--- src/rtl/mac_feed_scheduler_pkg.sv ---
// Shared NPU definitions: scheduler state encoding and feeder slot arithmetic.
package npu_pkg;

   typedef enum logic [2:0] {
      IDLE      = 3'd0,
      FETCH     = 3'd1,
      WAIT_RD   = 3'd2,
      ISSUE     = 3'd3,
      COMPLETE  = 3'd4,
      WAIT_DONE = 3'd5
   } sched_state_e;

   // Number of whole input vectors that fit in one feeder output vector.
   function automatic int maxSlots(input int outDim, input int inDim);
      return outDim / inDim;
   endfunction

endpackage

--- src/rtl/mac_feed_scheduler_if.sv ---
// Vector-buffer read port and feeder handshake seen by the MAC feed scheduler.
interface mac_feed_if #(
   parameter int DATA_WIDTH = 8,
   parameter int IN_DIM     = 3,
   parameter int ADDR_WIDTH = 8
);

   logic                         buf_rd_en;
   logic [ADDR_WIDTH-1:0]        buf_addr;
   logic [IN_DIM*DATA_WIDTH-1:0] buf_rdata;
   logic                         vector_valid;
   logic [IN_DIM*DATA_WIDTH-1:0] in_vector;
   logic                         feeder_ready;
   logic                         vectors_complete;
   logic                         feeder_all_done;

   modport master (
      output buf_rd_en, buf_addr, vector_valid, in_vector, vectors_complete,
      input  buf_rdata, feeder_ready, feeder_all_done
   );

   modport slave (
      input  buf_rd_en, buf_addr, vector_valid, in_vector, vectors_complete,
      output buf_rdata, feeder_ready, feeder_all_done
   );

endinterface

--- src/rtl/mac_feed_scheduler.sv ---
// Sequences buffer reads into the MAC feeder for one layer pass.
// Optional perf counters (stall_cycles_o, pass_cycles_o) under MAC_SCHED_PERF_EN.
module mac_feed_scheduler
   import npu_pkg::*;
#(
   parameter int DATA_WIDTH = 8,
   parameter int IN_DIM     = 3,
   parameter int OUT_DIM    = 8,
   parameter int ADDR_WIDTH = 8,
   parameter int CNT_WIDTH  = 4
)(
   input  logic                  clk,
   input  logic                  rst_n,
   input  logic                  start_i,
   input  logic [ADDR_WIDTH-1:0] base_addr_i,
   input  logic [CNT_WIDTH-1:0]  num_vectors_i,
   input  logic                  abort_i,
   mac_feed_if.master            bus,
   output logic                  busy_o,
   output logic                  done_o,
   output logic                  err_overflow_o
`ifdef MAC_SCHED_PERF_EN
   ,
   output logic [15:0]           stall_cycles_o,
   output logic [15:0]           pass_cycles_o
`endif
);

   localparam int                   VEC_W       = IN_DIM * DATA_WIDTH;
   localparam int                   MAX_SLOTS   = maxSlots(OUT_DIM, IN_DIM);
   localparam logic [CNT_WIDTH-1:0] MAX_SLOTS_C = CNT_WIDTH'(MAX_SLOTS);

   sched_state_e          state_q, state_d;
   logic [ADDR_WIDTH-1:0] baseAddr_q, baseAddr_d;
   logic [CNT_WIDTH-1:0]  effN_q, effN_d;
   logic [CNT_WIDTH-1:0]  idx_q, idx_d;
   logic [VEC_W-1:0]      inVector_q, inVector_d;
   logic                  errOverflow_q, errOverflow_d;
   logic                  done_q, done_d;

   // Next-state and handshake decode; abort preempts everything except IDLE.
   always_comb begin
      state_d               = state_q;
      baseAddr_d            = baseAddr_q;
      effN_d                = effN_q;
      idx_d                 = idx_q;
      inVector_d            = inVector_q;
      errOverflow_d         = errOverflow_q;
      done_d                = 1'b0;
      bus.buf_rd_en         = 1'b0;
      bus.buf_addr          = '0;
      bus.vector_valid      = 1'b0;
      bus.vectors_complete  = 1'b0;

      unique case (state_q)
         IDLE: begin
            if (start_i) begin
               baseAddr_d = base_addr_i;
               idx_d      = '0;
               if (num_vectors_i > MAX_SLOTS_C) begin
                  effN_d        = MAX_SLOTS_C;
                  errOverflow_d = 1'b1;
               end else begin
                  effN_d        = num_vectors_i;
                  errOverflow_d = 1'b0;
               end
               state_d = (effN_d == '0) ? COMPLETE : FETCH;
            end
         end
         FETCH: begin
            bus.buf_rd_en = 1'b1;
            bus.buf_addr  = baseAddr_q + ADDR_WIDTH'(idx_q);
            state_d       = abort_i ? COMPLETE : WAIT_RD;
         end
         WAIT_RD: begin
            inVector_d = bus.buf_rdata;
            state_d    = abort_i ? COMPLETE : ISSUE;
         end
         ISSUE: begin
            bus.vector_valid = 1'b1;
            if (bus.feeder_ready) begin
               idx_d   = idx_q + CNT_WIDTH'(1);
               state_d = (idx_d == effN_q) ? COMPLETE : FETCH;
            end
            if (abort_i) begin
               state_d = COMPLETE;
            end
         end
         COMPLETE: begin
            bus.vectors_complete = 1'b1;
            state_d              = WAIT_DONE;
         end
         WAIT_DONE: begin
            if (abort_i) begin
               state_d = COMPLETE;
            end else if (bus.feeder_all_done) begin
               state_d = IDLE;
               done_d  = 1'b1;
            end
         end
         default: state_d = IDLE;
      endcase
   end

   always_ff @(posedge clk or negedge rst_n) begin
      if (!rst_n) begin
         state_q       <= IDLE;
         baseAddr_q    <= '0;
         effN_q        <= '0;
         idx_q         <= '0;
         inVector_q    <= '0;
         errOverflow_q <= 1'b0;
         done_q        <= 1'b0;
      end else begin
         state_q       <= state_d;
         baseAddr_q    <= baseAddr_d;
         effN_q        <= effN_d;
         idx_q         <= idx_d;
         inVector_q    <= inVector_d;
         errOverflow_q <= errOverflow_d;
         done_q        <= done_d;
      end
   end

   assign bus.in_vector  = inVector_q;
   assign busy_o         = (state_q != IDLE);
   assign done_o         = done_q;
   assign err_overflow_o = errOverflow_q;

`ifdef MAC_SCHED_PERF_EN
   logic [15:0] stallCnt_q, stallCnt_d;
   logic [15:0] passCnt_q, passCnt_d;

   // Saturating counters, cleared by an accepted start and frozen once idle.
   always_comb begin
      stallCnt_d = stallCnt_q;
      passCnt_d  = passCnt_q;
      if (state_q == IDLE && start_i) begin
         stallCnt_d = '0;
         passCnt_d  = '0;
      end else begin
         if (state_q == ISSUE && !bus.feeder_ready && stallCnt_q != 16'hFFFF) begin
            stallCnt_d = stallCnt_q + 16'd1;
         end
         if (state_q != IDLE && passCnt_q != 16'hFFFF) begin
            passCnt_d = passCnt_q + 16'd1;
         end
      end
   end

   always_ff @(posedge clk or negedge rst_n) begin
      if (!rst_n) begin
         stallCnt_q <= '0;
         passCnt_q  <= '0;
      end else begin
         stallCnt_q <= stallCnt_d;
         passCnt_q  <= passCnt_d;
      end
   end

   assign stall_cycles_o = stallCnt_q;
   assign pass_cycles_o  = passCnt_q;
`endif

endmodule
--- src/flat_wrapper.sv ---
// flat-port wrapper written by rule: the top's interface ports become plain ports
module mac_feed_scheduler_flat import npu_pkg::*;
#(
   parameter int DATA_WIDTH = 8,
   parameter int IN_DIM     = 3,
   parameter int OUT_DIM    = 8,
   parameter int ADDR_WIDTH = 8,
   parameter int CNT_WIDTH  = 4
)
  (clk, rst_n, start_i, base_addr_i, num_vectors_i, abort_i, busy_o, done_o, err_overflow_o, bus_buf_rd_en, bus_buf_addr, bus_vector_valid, bus_in_vector, bus_vectors_complete, bus_buf_rdata, bus_feeder_ready, bus_feeder_all_done);
  mac_feed_if #(.DATA_WIDTH(DATA_WIDTH), .IN_DIM(IN_DIM), .ADDR_WIDTH(ADDR_WIDTH)) bus_i ();
  input  logic clk;
  input  logic rst_n;
  input  logic start_i;
  input  logic [ADDR_WIDTH-1:0] base_addr_i;
  input  logic [CNT_WIDTH-1:0] num_vectors_i;
  input  logic abort_i;
  output logic busy_o;
  output logic done_o;
  output logic err_overflow_o;
  output wire logic [$bits(bus_i.buf_rd_en)-1:0] bus_buf_rd_en;
  output wire logic [$bits(bus_i.buf_addr)-1:0] bus_buf_addr;
  output wire logic [$bits(bus_i.vector_valid)-1:0] bus_vector_valid;
  output wire logic [$bits(bus_i.in_vector)-1:0] bus_in_vector;
  output wire logic [$bits(bus_i.vectors_complete)-1:0] bus_vectors_complete;
  input wire logic [$bits(bus_i.buf_rdata)-1:0] bus_buf_rdata;
  input wire logic [$bits(bus_i.feeder_ready)-1:0] bus_feeder_ready;
  input wire logic [$bits(bus_i.feeder_all_done)-1:0] bus_feeder_all_done;
  assign bus_buf_rd_en = bus_i.buf_rd_en;
  assign bus_buf_addr = bus_i.buf_addr;
  assign bus_vector_valid = bus_i.vector_valid;
  assign bus_in_vector = bus_i.in_vector;
  assign bus_vectors_complete = bus_i.vectors_complete;
  assign bus_i.buf_rdata = bus_buf_rdata;
  assign bus_i.feeder_ready = bus_feeder_ready;
  assign bus_i.feeder_all_done = bus_feeder_all_done;
  mac_feed_scheduler #(.DATA_WIDTH(DATA_WIDTH), .IN_DIM(IN_DIM), .OUT_DIM(OUT_DIM), .ADDR_WIDTH(ADDR_WIDTH), .CNT_WIDTH(CNT_WIDTH)) u_core (.clk(clk), .rst_n(rst_n), .start_i(start_i), .base_addr_i(base_addr_i), .num_vectors_i(num_vectors_i), .abort_i(abort_i), .bus(bus_i), .busy_o(busy_o), .done_o(done_o), .err_overflow_o(err_overflow_o));
endmodule
--- config.mk ---
export PLATFORM = sky130hd
export DESIGN_NAME = mac_feed_scheduler_flat
export DESIGN_NICKNAME = d
export VERILOG_FILES = /design/src/rtl/mac_feed_scheduler_pkg.sv /design/src/rtl/mac_feed_scheduler_if.sv /design/src/rtl/mac_feed_scheduler.sv /design/src/flat_wrapper.sv
export SDC_FILE = /design/constraint.sdc
export NUM_CORES = 1
export LEC_CHECK = 0
export CORE_ASPECT_RATIO = 1.2
export CORE_MARGIN = 8
export CORE_UTILIZATION = 44
export DETAILED_ROUTE_END_ITERATION = 10
export GPL_TIMING_DRIVEN = 1
export PLACE_DENSITY = 0.89
export SKIP_CTS_REPAIR_TIMING = 1
export SLEW_MARGIN = 20
export SYNTH_ARGS = -nofsm -noshare
export SYNTH_HDL_FRONTEND = slang
export SYNTH_SLANG_ARGS = --single-unit
--- constraint.sdc ---
create_clock -name clk -period 2.5 [get_ports clk]
set_input_delay 0.375 -clock clk [delete_from_list [all_inputs] [get_ports clk]]
set_output_delay 0.375 -clock clk [all_outputs]
set_load 0.05 [all_outputs]
## After elaboration in Yosys (flattened, before gate mapping)

Cells that the tools add are included.

| storage, ports and cells | value |
|---|---|
| word-level logic and storage cells | 51 |
| bits of input ports | 42 |
| output and inout port bits | 38 |
| bits in registers | 45 |

| cells by class | value |
|---|---|
| reductions and logical operators | 7 |
| muxes and demuxes | 24 |
| add/subtract/negate cells | 2 |
| equal/unequal tests | 10 |
| magnitude comparators | 1 |

Operators with widths:

| cell | count |
|---|---|
| 3-bit two-way mux | 9 |
| 4-bit two-way mux | 5 |
| 3-bit one-hot mux with 6 select lines | 1 |
| 8-bit by 4-bit adder with 8-bit output | 1 |
| 8-bit two-way mux | 1 |
| 4-bit one-hot mux with 2 select lines | 1 |
| 1-bit two-way mux | 7 |
| 3-bit by 2-bit == test with 1-bit output (second input constant) | 2 |
| 3-bit == test (second input constant) | 2 |
| 3-bit inequality test (second input constant) | 2 |
| 3-bit AND reduction | 2 |
| 4-bit by 1-bit adder with 4-bit output (second input constant) | 1 |
| 4-bit == test | 1 |
| 4-bit by 2-bit > comparator with 1-bit output (second input constant) | 1 |
| 4-bit zero test | 1 |
| 2-bit inequality test (second input constant) | 2 |
| 3-bit by 1-bit == test with 1-bit output (second input constant) | 1 |
| 3-bit zero test | 1 |
| 3-bit nonzero test | 1 |
| 2-bit AND reduction | 1 |
| 2-bit nonzero test | 1 |

## Logic depth before layout (Yosys ltp)

| logic depth | value |
|---|---|
| word-level depth | 8 |
| mapped depth | 6 |
| depth with buffers taken out | 6 |

## Worst setup path after synthesis

Ideal clock, no wire load.

| timing path | value |
|---|---|
| kind | register to output |
| start point | register u_core.idx_q[0] |
| end point | output port bus_buf_addr[6] |
| path buffers | 0 |
| slack | -171 ps |
| cell stages (with the launch flop) | 7 |
| arrival time | 2296 ps |
| data required time | 2125 ps |
| cell sequence | dfrtp_1 -> ha_1 -> fa_1 -> a21o_1 -> a21oi_1 -> o21ai_0 -> a21oi_1 |

| on the way | value |
|---|---|
| longest elaborated chain between the ends | 2 |

Ends and longest elaborated chain:

| item | RTL line | text |
|---|---|---|
| start, declared | mac_feed_scheduler.sv:36 | `logic [CNT_WIDTH-1:0] idx_q, idx_d;` |
| start signal, assigned | mac_feed_scheduler.sv:118 | `idx_q <= idx_d;` |
| 8-bit by 4-bit adder with 8-bit output | mac_feed_scheduler.sv:72 | `bus.buf_addr = baseAddr_q + ADDR_WIDTH'(idx_q);` |
| 8-bit two-way mux | mac_feed_scheduler.sv:55 | `unique case (state_q)` |
| end, declared | flat_wrapper.sv:22 | `output wire logic [$bits(bus_i.buf_addr)-1:0] bus_buf_addr;` |

No other way between the ends.

## Final worst setup path

Ends and elaborated chain as after synthesis.

==> results.sh <==
export IMPL_placed_cells_incl_taps=320
export IMPL_fin_crit_share_pct=96.0
export IMPL_detail_route_drc_violations=0
export IMPL_netlist_area_leader_share_pct=51.3
export IMPL_ys_dominant_reg_cell="sky130_fd_sc_hd__dfrtp_1"
export IMPL_synth_most_common_cell="sky130_fd_sc_hd__dfrtp_1"
export IMPL_timing_max_transition_violations_final=0
export IMPL_fin_ws_ps=101
export IMPL_detail_route_wl_per_cell_um=15.5
export IMPL_syn_area_mm2=0.00220
export IMPL_dr_first_iter_drc_count=75
export IMPL_gr_usage_all_layers_pct=13.8
export IMPL_combPwrFrac_pct=60.8
export IMPL_detailedPlace_worstSlack_ps=163
export IMPL_setup_violations=0
export IMPL_cp_cell_sequence="ha_2 > fa_2 > a21o_1 > a21oi_2 > o21ai_2 > a21oi_2 > buf_12"
export IMPL_worst_ir_drop_on_vdd_uv=941
export IMPL_number_of_fill_cells=367
export IMPL_r2r_cells=6
export IMPL_routed_wl_met2_um=2510
export IMPL_maxCapViolCount=0
export IMPL_mappedNetlistNets=231
export IMPL_cts_tree="built"
export IMPL_synthDistinctLibCells=42
export IMPL_io_buffers=79
export IMPL_critPathMostFrequentCell="sky130_fd_sc_hd__a21oi_2"
export IMPL_worst_setup_ep_type="output port"
export IMPL_grt_start_max_net_pins=34
export IMPL_synth_top_cells_by_count="sky130_fd_sc_hd__dfrtp_1, sky130_fd_sc_hd__mux2_2, sky130_fd_sc_hd__inv_1"
export IMPL_peak_clock_frequency_supported_by_timing_mhz=417
export IMPL_post_synth_top_area_cell="sky130_fd_sc_hd__dfrtp_1"
export IMPL_min_delay_path_class="primary input to asynchronous set/reset pin"
export IMPL_avgViaCountPerCell=5.28
export IMPL_synth_avg_cell_area_um2=12.0
export IMPL_power_switching_share_pct=46.3
export IMPL_regToRegEndpoint="u_core.state_q[2]"
export IMPL_cp_start_kind="flip-flop"
export IMPL_rsz0062_at_grt="no"
export IMPL_synth_edf_count=0
export IMPL_power_total_uw=4410
export IMPL_hold_violations=0
export IMPL_floorplan_die_width_um=80.5
export IMPL_fin_skew_ps=4.58
export IMPL_diodes=0
export IMPL_clkPwrFrac_pct=9.9
export IMPL_detailroute_wirelength_met3_um=665
export IMPL_floorplan_initialDensity_pct=45.1
export IMPL_worstReg2RegStart="u_core.idx_q[0]"
export IMPL_globalplace_congestion=0.835
export IMPL_die_y_um=93.4
export IMPL_critical_path_arrival_ps=2020
export IMPL_crit_start="u_core.idx_q[0]"
export IMPL_nNetsFinal=316
export IMPL_crit_path_max_fanout=3
export IMPL_number_of_sinks_handled_by_clock_tree_synthesis=45
export IMPL_placement_rows=28
export IMPL_cts_made_buffers=5
export IMPL_worst_slew_pin_transition_ps=532
export IMPL_synthesis_instances=183
export IMPL_maximum_level_of_the_cts_h_tree=2
export IMPL_finalWirelength_um=5090
export IMPL_clkLatencyLatePin_ps=290
export IMPL_grt_ovfl_total=0
export IMPL_route_layer_met1_wl_um=1870
export IMPL_timing_worst_setup_path_type="flip-flop to output port"
export IMPL_crit_path_max_incr_delay_ps=400
export IMPL_critical_path_slowest_cell="sky130_fd_sc_hd__dfrtp_1"
export IMPL_dr_total_vias=1733
export IMPL_synth_seq_area_share_pct=51.3
export IMPL_whs_ps=511
export IMPL_top_layer="met4"
export IMPL_ioPinCount=80
export IMPL_cp_buffers_inverters=1
export IMPL_yosys_warnings=0
export IMPL_core_region_area_mm2=0.00487
export IMPL_detailed_place_hpwl_um=3940
export IMPL_syn2layout_area_growth_pct=48.9
export IMPL_final_cells=328
export IMPL_cts_path_max_buffers=2
export IMPL_synth_ff_latch_count=45
export IMPL_design_die_area_mm2=0.00752
export IMPL_cp_data_required_time_ps=2120
export IMPL_drive_gt1_share_pct=25.0
export IMPL_cts_root_buffer="sky130_fd_sc_hd__clkbuf_8"
export IMPL_clkSlewWorstSetupHoldPaths_ps=80
export IMPL_first_global_vias=1819
export IMPL_netSwitchingPower_uw=2040
export IMPL_drt_pass1_iter_count=4
export IMPL_maxSlewHeadroom_pct=64.4
export IMPL_post_route_cell_area_mm2=0.00327
export IMPL_wire_length_of_the_first_global_routing_pass_um=8340
export IMPL_antenna_found_initial=0
export IMPL_leakage_uw=0.00137
export IMPL_final_min_clock_period_ps=2400
export IMPL_place_area_mm2=0.00314
export IMPL_critical_path_top_delay_family="compound AO/OA/AOI/OAI gates"
export IMPL_run_status="finished clean"
export IMPL_sequentialPowerShare_pct=29.3
export IMPL_r2r_setup_slack_ps=750
export IMPL_power_per_cell_area_mw_per_mm2=1350
export IMPL_drtAntennaViolNets=0
export IMPL_synth_async_reset_ratio_pct=100
export IMPL_power_internal_uw=2370
export IMPL_synth_area_top_cells="sky130_fd_sc_hd__dfrtp_1, sky130_fd_sc_hd__mux2_2, sky130_fd_sc_hd__ha_1"
kinds of logic (layout without fill, tap and decap cells):
logic type / after synthesis / count (layout) / share of synthesized area (%)
xor gates and xnor gates: 9 / 9 / 3.59
and+or+nand+nor: 42 / 42 / 10.8
buffers and inverters: 15 / 100 / 3.59
muxes: 34 / 34 / 17.3
DFF: 45 / 45 / 51.3
adders and majority gates: 6 / 6 / 3.76
AOI/OAI and AO/OA: 32 / 32 / 9.63
routing by layer:
| metal | vias to the layer above | global-route usage [%] |
|---|---|---|
| met4 | 0 | 3.65 |
| met2 | 68 | 22.6 |
| met1 | 829 | 14.3 |
| li1 | 830 | - |
| met5 | - | 0 |
| met3 | 6 | 8.83 |
placed cells by master, fill, tap and decap left out, types with 2 or more instances in the layout:
| cell | n |
|---|---|
| sky130_fd_sc_hd__or3_1 | 2 |
| sky130_fd_sc_hd__nand3_1 | 5 |
| sky130_fd_sc_hd__a21o_1 | 2 |
| sky130_fd_sc_hd__a21oi_2 | 4 |
| sky130_fd_sc_hd__ha_1 | 3 |
| sky130_fd_sc_hd__a31oi_1 | 2 |
| sky130_fd_sc_hd__nor4_1 | 4 |
| sky130_fd_sc_hd__xor2_1 | 3 |
| sky130_fd_sc_hd__a21oi_1 | 2 |
| sky130_fd_sc_hd__buf_4 | 5 |
| sky130_fd_sc_hd__clkbuf_8 | 6 |
| sky130_fd_sc_hd__xnor2_1 | 6 |
| sky130_fd_sc_hd__a22o_1 | 3 |
| sky130_fd_sc_hd__nor2b_1 | 3 |
| sky130_fd_sc_hd__dfrtp_1 | 43 |
| sky130_fd_sc_hd__and2_1 | 3 |
| sky130_fd_sc_hd__inv_1 | 9 |
| sky130_fd_sc_hd__nor3_1 | 4 |
| sky130_fd_sc_hd__nand2_1 | 8 |
| sky130_fd_sc_hd__mux2_2 | 30 |
| sky130_fd_sc_hd__nor2_1 | 5 |
| sky130_fd_sc_hd__clkdlybuf4s50_1 | 68 |
| sky130_fd_sc_hd__nor2_2 | 2 |
| sky130_fd_sc_hd__nand2b_1 | 2 |
| sky130_fd_sc_hd__buf_12 | 9 |
| sky130_fd_sc_hd__o21ai_0 | 7 |
| sky130_fd_sc_hd__dfrtp_2 | 2 |
| sky130_fd_sc_hd__o22ai_1 | 3 |
| sky130_fd_sc_hd__mux2_1 | 2 |
worst max path at each step:
stage / to / depth (start not counted)
2_1_floorplan: bus_buf_addr[5] / 6
3_3_place_gp: bus_buf_addr[6] / 7
3_5_place_dp: bus_buf_addr[6] / 7
4_1_cts: bus_buf_addr[6] / 7
5_1_grt: bus_buf_addr[6] / 7
6_report: bus_buf_addr[6] / 7
sequential cells by signal (all words and copies together), names as in the netlist:
register and flops:
u_core.effN_q 4, u_core.err_overflow_o 1, u_core.bus.in_vector 24, u_core.baseAddr_q 8, u_core.state_q 3, u_core.done_o 1, u_core.idx_q 4
per-stage QoR:
stage / utilization, % / TNS, ps
global placement: 64.5 / 0
global route: 67.1 / 0
floorplan: - / 0
finish: 67.1 / 0
detailed placement: 64.5 / 0
CTS: 66.2 / -243
power by group through the flow:
stage | Clock, uW | Combinational (uW) | Sequential, uW
2_1_floorplan | 0 | 1050 | 1950
3_3_place_gp | 0 | 2630 | 1270
3_5_place_dp | 0 | 2670 | 1290
4_1_cts | 457 | 2680 | 1280
5_1_grt | 490 | 2820 | 1350
6_report | 436 | 2680 | 1290
cell type report:
cell class | count | area, um^2 | area share, %
clock buffers | 7 | 86.3 | 2.64
flip-flops and latches | 45 | 1130 | 34.5
repair buffers | 84 | 913 | 27.9
well taps | 60 | 75.1 | 2.30
inverters | 9 | 33.8 | 1.03
multi-input cells | 123 | 1030 | 31.6
worst register-to-register path, stage by stage (launching register included):
cell	delay, ps
sky130_fd_sc_hd__dfrtp_1	400
sky130_fd_sc_hd__buf_4	160
sky130_fd_sc_hd__ha_1	320
sky130_fd_sc_hd__xnor2_1	150
sky130_fd_sc_hd__nand2_1	90
sky130_fd_sc_hd__o41ai_1	410
sky130_fd_sc_hd__a22o_1	180
Power figures use the tool's default switching activity.
